<file path="config.mk">
export PLATFORM = sky130hd
export DESIGN_NAME = rv_branch_unit
export DESIGN_NICKNAME = d
export VERILOG_FILES = /design/src/rtl/rv_branch_unit_pkg.sv /design/src/rtl/rv_bht.sv /design/src/rtl/rv_branch_unit.sv
export SDC_FILE = /design/constraint.sdc
export NUM_CORES = 1
export LEC_CHECK = 0
export BUFFER_PORTS_ARGS = -buffer_cell sky130_fd_sc_hd__buf_2
export CAP_MARGIN = 25
export CORE_MARGIN = 1.5
export CORE_UTILIZATION = 45
export CTS_CLUSTER_SIZE = 25
export DETAILED_ROUTE_END_ITERATION = 8
export GPL_TIMING_DRIVEN = 0
export MAX_ROUTING_LAYER = met4
export PLACE_DENSITY = 0.7
export SYNTH_ARGS = -nofsm -noshare
export SYNTH_HDL_FRONTEND = slang
export SYNTH_SLANG_ARGS = --single-unit
</file>
<file path="constraint.sdc">
create_clock -name i_clk -period 9.2 [get_ports i_clk]
set_input_delay 1.84 -clock i_clk [delete_from_list [all_inputs] [get_ports i_clk]]
set_output_delay 1.84 -clock i_clk [all_outputs]
set_load 0.01 [all_outputs]
</file>
<file path="src/rtl/rv_branch_unit_pkg.sv">
`default_nettype none
// ============================================================================
// Module      : rv_branch_unit_pkg
// Description : Shared encodings and helpers for the EX-stage branch unit
//               and its branch history table.
// Revision    : 1.0 - initial release
// ============================================================================
package rv_branch_unit_pkg;

  // Conditional-branch funct3 encodings (RV32I).
  localparam logic [2:0] FUNC3_BEQ  = 3'b000;
  localparam logic [2:0] FUNC3_BNE  = 3'b001;
  localparam logic [2:0] FUNC3_BLT  = 3'b100;
  localparam logic [2:0] FUNC3_BGE  = 3'b101;
  localparam logic [2:0] FUNC3_BLTU = 3'b110;
  localparam logic [2:0] FUNC3_BGEU = 3'b111;

  // Control-transfer class of the EX instruction.
  localparam logic [1:0] BR_JP_NONE   = 2'b00;
  localparam logic [1:0] BR_JP_BRANCH = 2'b01;
  localparam logic [1:0] BR_JP_JAL    = 2'b10;
  localparam logic [1:0] BR_JP_JALR   = 2'b11;

  // 2-bit saturating counter: 0 strong-NT, 1 weak-NT, 2 weak-T, 3 strong-T.
  localparam int unsigned             BHT_CNT_W   = 2;
  localparam logic [BHT_CNT_W-1:0]    BHT_CNT_RST = 2'b01;
  localparam logic [BHT_CNT_W-1:0]    BHT_CNT_MAX = 2'b11;
  localparam logic [BHT_CNT_W-1:0]    BHT_CNT_MIN = 2'b00;

  // Next counter value after one resolved branch, saturating at both ends.
  function automatic logic [BHT_CNT_W-1:0] bht_sat_update(
    input logic [BHT_CNT_W-1:0] cnt,
    input logic                 taken
  );
    logic [BHT_CNT_W-1:0] nxt;
    nxt = cnt;
    if (taken) begin
      if (cnt != BHT_CNT_MAX) nxt = cnt + 1'b1;
    end else begin
      if (cnt != BHT_CNT_MIN) nxt = cnt - 1'b1;
    end
    return nxt;
  endfunction

endpackage
`default_nettype wire

</file>
<file path="src/rtl/rv_bht.sv">
`default_nettype none
// ============================================================================
// Module      : rv_bht
// Description : Direct-mapped table of 2-bit saturating counters. One
//               combinational read port (prediction = counter MSB) and one
//               synchronous update port. A same-cycle read of the entry being
//               updated returns the old value; there is no bypass.
// Revision    : 1.0 - initial release
// ============================================================================
module rv_bht
  import rv_branch_unit_pkg::*;
#(
  parameter int unsigned DEPTH = 64,
  parameter int unsigned IDX_W = $clog2(DEPTH)
) (
  input  logic             clk_i,
  input  logic             rst_i,
  input  logic [IDX_W-1:0] rd_idx_i,
  output logic             rd_pred_o,
  input  logic             upd_en_i,
  input  logic [IDX_W-1:0] upd_idx_i,
  input  logic             upd_taken_i
);

  logic [BHT_CNT_W-1:0] cnt_q [DEPTH];
  logic [BHT_CNT_W-1:0] upd_cnt_d;

  // Saturating next value for the entry addressed by the update port.
  always_comb begin
    upd_cnt_d = bht_sat_update(cnt_q[upd_idx_i], upd_taken_i);
  end

  // Counter storage: reset forces every entry to weak-NT and drops any update.
  always_ff @(posedge clk_i) begin
    if (rst_i) begin
      for (int i = 0; i < int'(DEPTH); i++) begin
        cnt_q[i] <= BHT_CNT_RST;
      end
    end else if (upd_en_i) begin
      cnt_q[upd_idx_i] <= upd_cnt_d;
    end
  end

  assign rd_pred_o = cnt_q[rd_idx_i][BHT_CNT_W-1];

endmodule
`default_nettype wire

</file>
<file path="src/rtl/rv_branch_unit.sv">
`default_nettype none
// ============================================================================
// Module      : rv_branch_unit
// Description : EX-stage branch resolution. Evaluates the six conditional
//               compares, resolves jal/jalr, raises flush + redirect only on
//               a misprediction or a jump, and trains the BHT that serves IF
//               predictions.
//               Optional feature macro: BRU_PERF_CNT_EN (branch and
//               misprediction performance counters; ports read 0 otherwise).
// Revision    : 1.0 - initial release
// ============================================================================
module rv_branch_unit
  import rv_branch_unit_pkg::*;
#(
  parameter int unsigned XLEN      = 32,
  parameter int unsigned BHT_DEPTH = 64,
  parameter int unsigned PC_LSB    = 2
) (
  input  logic            i_clk,
  input  logic            i_rst,
  input  logic [XLEN-1:0] i_bru_pc_if,
  output logic            o_bru_pred_taken_if,
  input  logic            i_bru_valid_ex,
  input  logic [XLEN-1:0] i_bru_pc_ex,
  input  logic [XLEN-1:0] i_bru_a,
  input  logic [XLEN-1:0] i_bru_b,
  input  logic [2:0]      i_bru_func3_ex,
  input  logic [1:0]      i_bru_is_br_jp_ex,
  input  logic            i_bru_pred_taken_ex,
  input  logic [XLEN-1:0] i_bru_target_ex,
  output logic            o_bru_taken_ex,
  output logic            o_bru_flush_ifid,
  output logic [XLEN-1:0] o_bru_redirect_pc,
  output logic [31:0]     o_bru_br_cnt,
  output logic [31:0]     o_bru_mispred_cnt
);

  localparam int unsigned IDX_W = $clog2(BHT_DEPTH);

  logic [IDX_W-1:0] w_if_idx;
  logic [IDX_W-1:0] w_ex_idx;
  logic             w_cmp_taken;
  logic             w_is_br;
  logic             w_mispred;
  logic [XLEN-1:0]  w_pc_plus4;

  assign w_if_idx   = i_bru_pc_if[PC_LSB +: IDX_W];
  assign w_ex_idx   = i_bru_pc_ex[PC_LSB +: IDX_W];
  assign w_pc_plus4 = i_bru_pc_ex + XLEN'(4);
  assign w_is_br    = i_bru_valid_ex && (i_bru_is_br_jp_ex == BR_JP_BRANCH);
  assign w_mispred  = w_cmp_taken ^ i_bru_pred_taken_ex;

  // Only the index field of the fetch PC feeds the table.
  logic unused_pc_if;
  assign unused_pc_if = ^i_bru_pc_if;

  // Branch condition from funct3; unlisted encodings behave as BGEU.
  always_comb begin
    w_cmp_taken = 1'b0;
    case (i_bru_func3_ex)
      FUNC3_BEQ:  w_cmp_taken = (i_bru_a == i_bru_b);
      FUNC3_BNE:  w_cmp_taken = (i_bru_a != i_bru_b);
      FUNC3_BLT:  w_cmp_taken = ($signed(i_bru_a) <  $signed(i_bru_b));
      FUNC3_BGE:  w_cmp_taken = ($signed(i_bru_a) >= $signed(i_bru_b));
      FUNC3_BLTU: w_cmp_taken = (i_bru_a <  i_bru_b);
      FUNC3_BGEU: w_cmp_taken = (i_bru_a >= i_bru_b);
      default:    w_cmp_taken = (i_bru_a >= i_bru_b);
    endcase
  end

  // Resolution: a correctly predicted branch needs no redirect, jumps always do.
  always_comb begin
    o_bru_taken_ex    = 1'b0;
    o_bru_flush_ifid  = 1'b0;
    o_bru_redirect_pc = w_pc_plus4;
    if (i_bru_valid_ex) begin
      case (i_bru_is_br_jp_ex)
        BR_JP_BRANCH: begin
          o_bru_taken_ex    = w_cmp_taken;
          o_bru_flush_ifid  = w_mispred;
          o_bru_redirect_pc = w_cmp_taken ? i_bru_target_ex : w_pc_plus4;
        end
        BR_JP_JAL: begin
          o_bru_taken_ex    = 1'b1;
          o_bru_flush_ifid  = 1'b1;
          o_bru_redirect_pc = i_bru_target_ex;
        end
        BR_JP_JALR: begin
          o_bru_taken_ex    = 1'b1;
          o_bru_flush_ifid  = 1'b1;
          o_bru_redirect_pc = {i_bru_target_ex[XLEN-1:1], 1'b0};
        end
        BR_JP_NONE: begin
          o_bru_taken_ex    = 1'b0;
        end
        default: begin
          o_bru_taken_ex    = 1'b0;
        end
      endcase
    end
  end

  rv_bht #(
    .DEPTH (BHT_DEPTH),
    .IDX_W (IDX_W)
  ) u_bht (
    .clk_i       (i_clk),
    .rst_i       (i_rst),
    .rd_idx_i    (w_if_idx),
    .rd_pred_o   (o_bru_pred_taken_if),
    .upd_en_i    (w_is_br),
    .upd_idx_i   (w_ex_idx),
    .upd_taken_i (w_cmp_taken)
  );

`ifdef BRU_PERF_CNT_EN
  logic [31:0] br_cnt_q;
  logic [31:0] mispred_cnt_q;

  // Count each valid branch cycle once; stalls hold valid low so nothing repeats.
  always_ff @(posedge i_clk) begin
    if (i_rst) begin
      br_cnt_q      <= 32'd0;
      mispred_cnt_q <= 32'd0;
    end else begin
      if (w_is_br) br_cnt_q <= br_cnt_q + 32'd1;
      if (w_is_br && w_mispred) mispred_cnt_q <= mispred_cnt_q + 32'd1;
    end
  end

  assign o_bru_br_cnt      = br_cnt_q;
  assign o_bru_mispred_cnt = mispred_cnt_q;
`else
  assign o_bru_br_cnt      = 32'd0;
  assign o_bru_mispred_cnt = 32'd0;
`endif

endmodule
`default_nettype wire

</file>
==> impl_metrics.ini <==
[status]
run_status = finished, final reports clean

[timing]
post-route-period-util_pct = 75.1
fin_setup_tns_ns = 0
drv_slew = 0
hold_viol_final = 0
tightest_slew_ns = 1.05
rsz0062_at_grt = no
fmax_mhz = 145
relSlewSlack_pct = 29.2
period_minus_slack_ns = 6.91
finalSetupViolCount = 0
finClkSkew_ns = 0.00984
setup_ws_ns = 2.29

[synthesis]
synth_flop_cell = edfxtp_1
synth_compound_area_share_pct = 3.84
async_flop_share_pct = 0
synth-seq-cells = 128
synth_warnings = 0
synth_cell_type_count = 66
synth_simple_gate_area_share_pct = 20.0
syn_avg_cell_area_um2 = 10.9
muxShareOfSynthArea_pct = 18.8
synth_edf_count = 128
synth-seq-area-share_pct = 40.2
synth_cells = 878
synth_top_family_by_area = simple AND/OR/NAND/NOR gates
synthAdderAreaFrac_pct = 4.43
synth_xor_area_share_pct = 2.65
syn_area_um2 = 9570

[clock_network]
hold_buffers = 0
cts_tree = yes
h-tree-depth = 4
root_buffer = clkbuf_16
clock-sinks = 128
cts.clk_slew.worst_paths_ns = 0.06
clockBufferDepth = 2
cts_setup_buffers = 0
numCtsBuffers = 17
cts_repair_resize_count = 0
insertion_delay_ns = 0.43

[final_layout]
layout-drive-gt1-share_pct = 35.8
final_nets = 1337
largest_reg_flops = 128
reg_top3 = u_bht.cnt_q: 128 flops
synthToLayoutAreaGrowth_pct = 21.1
top_register = u_bht.cnt_q

[route]
drt-total-wl_um = 31100
drcViolationCount = 0
antenna_left = 0
drtIter0Drc = 840
firstDrtPassIters = 7
wl_per_cell_um = 21.8
detail_route.vias_per_cell = 5.72
vias = 8162

[floorplan]
die_w_um = 149
rows = 53
die-height_um = 149
start_util_pct = 45.7
boundaryPins = 268
coreArea_um2 = 21000
die_area_um2 = 22100

[job]
drv_cap = 0

[critical_path]
r2r_slack_ns = 5.75
required_ns = 7.36
arrival_ns = 5.07
start_kind = primary input
rr_endpoint = u_bht.cnt_q[36][1]$_SDFFCE_PN0P_
r2r_cells = 10
r2r-start = u_bht.cnt_q[54][1]$_SDFFCE_PN0P_
endpoint_kind = primary output
critPathKind = in -> out
critPathMaxFanout = 10

[global_route]
grt_overflow = 0
gr-usage-all-layers_pct = 29.2
grt_pass1_wl_um = 45300
grt_antenna_before_repair = 4
grt_pass1_vias = 7825
grt_max_degree = 17

[power_and_ir_drop]
ir_worst_vdd_v = 0.0000993
p_total_uw = 1680
pwr_density_cell_nw_per_um2 = 145
p_leak_uw = 0.00466

[placed_design]
pre_cts_slack_ns = 2.36
portBuffers = 172
place_congestion = 0.989
dp_hpwl_um = 23700

[min_path]
hold_start = u_bht.cnt_q[0][0]$_SDFFCE_PN1P_
hold_depth = 7
hold_path.class = reg -> reg
min_to = u_bht.cnt_q[22][1]$_SDFFCE_PN0P_
-- cells by family after synthesis --
family | Yosys count
flops | 128
buf+inv | 169
simple gates | 369
compound gates | 53
other cells | 1
fa+ha+maj | 34
xor+xnor | 29
mux | 95
-- how the worst max path moves through the flow --
stage / from / to / depth (start not counted)
global placement: i_bru_pc_if[2] / o_bru_pred_taken_if / 6
CTS: i_bru_a[15] / o_bru_redirect_pc[0] / 13
global route: i_bru_pc_if[2] / o_bru_pred_taken_if / 6
finish: i_bru_pc_if[2] / o_bru_pred_taken_if / 6
floorplan: i_bru_b[14] / o_bru_redirect_pc[0] / 12
detailed placement: i_bru_a[15] / o_bru_redirect_pc[0] / 13
-- per-stage QoR --
stage          utilization [%]  std cells  hold slack, ns  cell area [um^2]
2_1_floorplan                -        941            1.32              9800
3_3_place_gp              52.5       1388            1.52             11000
3_5_place_dp              52.6       1390            1.54             11000
4_1_cts                   55.2       1422            1.56             11600
5_1_grt                   55.3       1427            1.73             11600
6_report                  55.3       1427            1.62             11600
-- synthesized netlist by cell type, drive strengths merged (2+ instances only) --
cell    instances  area share, %
a211o           3           0.27
a21o            8           0.63
a21oi          17           0.93
and2            3           0.20
and3            5           0.33
and3b           2           0.18
and4            6           0.55
buf            95            7.2
clkbuf         37            1.5
edfxtp        128             40
ha             33            4.3
inv            37            1.5
mux2           33            4.9
mux2i           6           0.63
mux4           56             13
nand2          86            3.4
nand2b         42            2.7
nand3          65            3.4
nand3b          2           0.16
nand4           7           0.52
nor2           51            2.0
nor2b           6           0.39
nor3           38            2.0
nor3b           3           0.24
nor4           21            1.5
nor4b           2           0.18
o211ai          2           0.16
o21a            2           0.16
o21ai           7           0.37
o221ai          2           0.18
or2            22            1.5
or3             3           0.25
or4             2           0.21
xnor2          20            1.8
xor2            9           0.82
-- area by class of cell --
class                   count  area (um^2)
fillers                  1846         9370
multi-input cells         644         4990
flip-flops and latches    128         3840
repair buffers            175          876
plain buffers             132          827
clock buffers              19          433
well taps                 275          344
inverters                  37          139
clock inverters            13          121
diodes                      4         10.0
-- routing by layer --
metal	track usage (%)	wire length (um)	vias up
met3	9.69	4000	110
met2	48.2	15400	607
met5	-	0	-
li1	-	-	3608
met1	32.5	10600	3837
met4	12.4	1200	0
-- layout by cell type (no fill, tap or decap), types with 3 or more instances in the layout --
cell	instances
a211o_1	3
a21o_1	8
a21oi_1	16
and3_1	5
and4_1	6
buf_1	9
buf_12	3
buf_2	189
buf_4	66
clkbuf_1	38
clkbuf_16	17
clkinv_2	7
clkinvlp_4	3
conb_1	64
diode_2	4
edfxtp_1	128
ha_1	33
inv_1	37
mux2_2	6
mux2_4	27
mux2i_1	6
mux4_2	56
nand2_1	86
nand2b_1	42
nand3_1	65
nand4_1	6
nor2_1	51
nor2b_1	6
nor3_1	38
nor3b_1	3
nor4_1	20
o21ai_0	7
or2_2	20
xnor2_1	20
xor2_1	9
-- power by group --
part           internal, uW  total, uW  switching, uW
clock                   393        645            252
combinational           157        379            222
sequential              651        659           7.66
-- worst max-delay path, stage by stage --
cell and delay [ns]:
clkbuf_1 0.57, buf_1 0.79, mux4_2 0.63, mux4_2 0.57, mux4_2 0.50, buf_2 0.15
(Power assumes the default switching activity.)
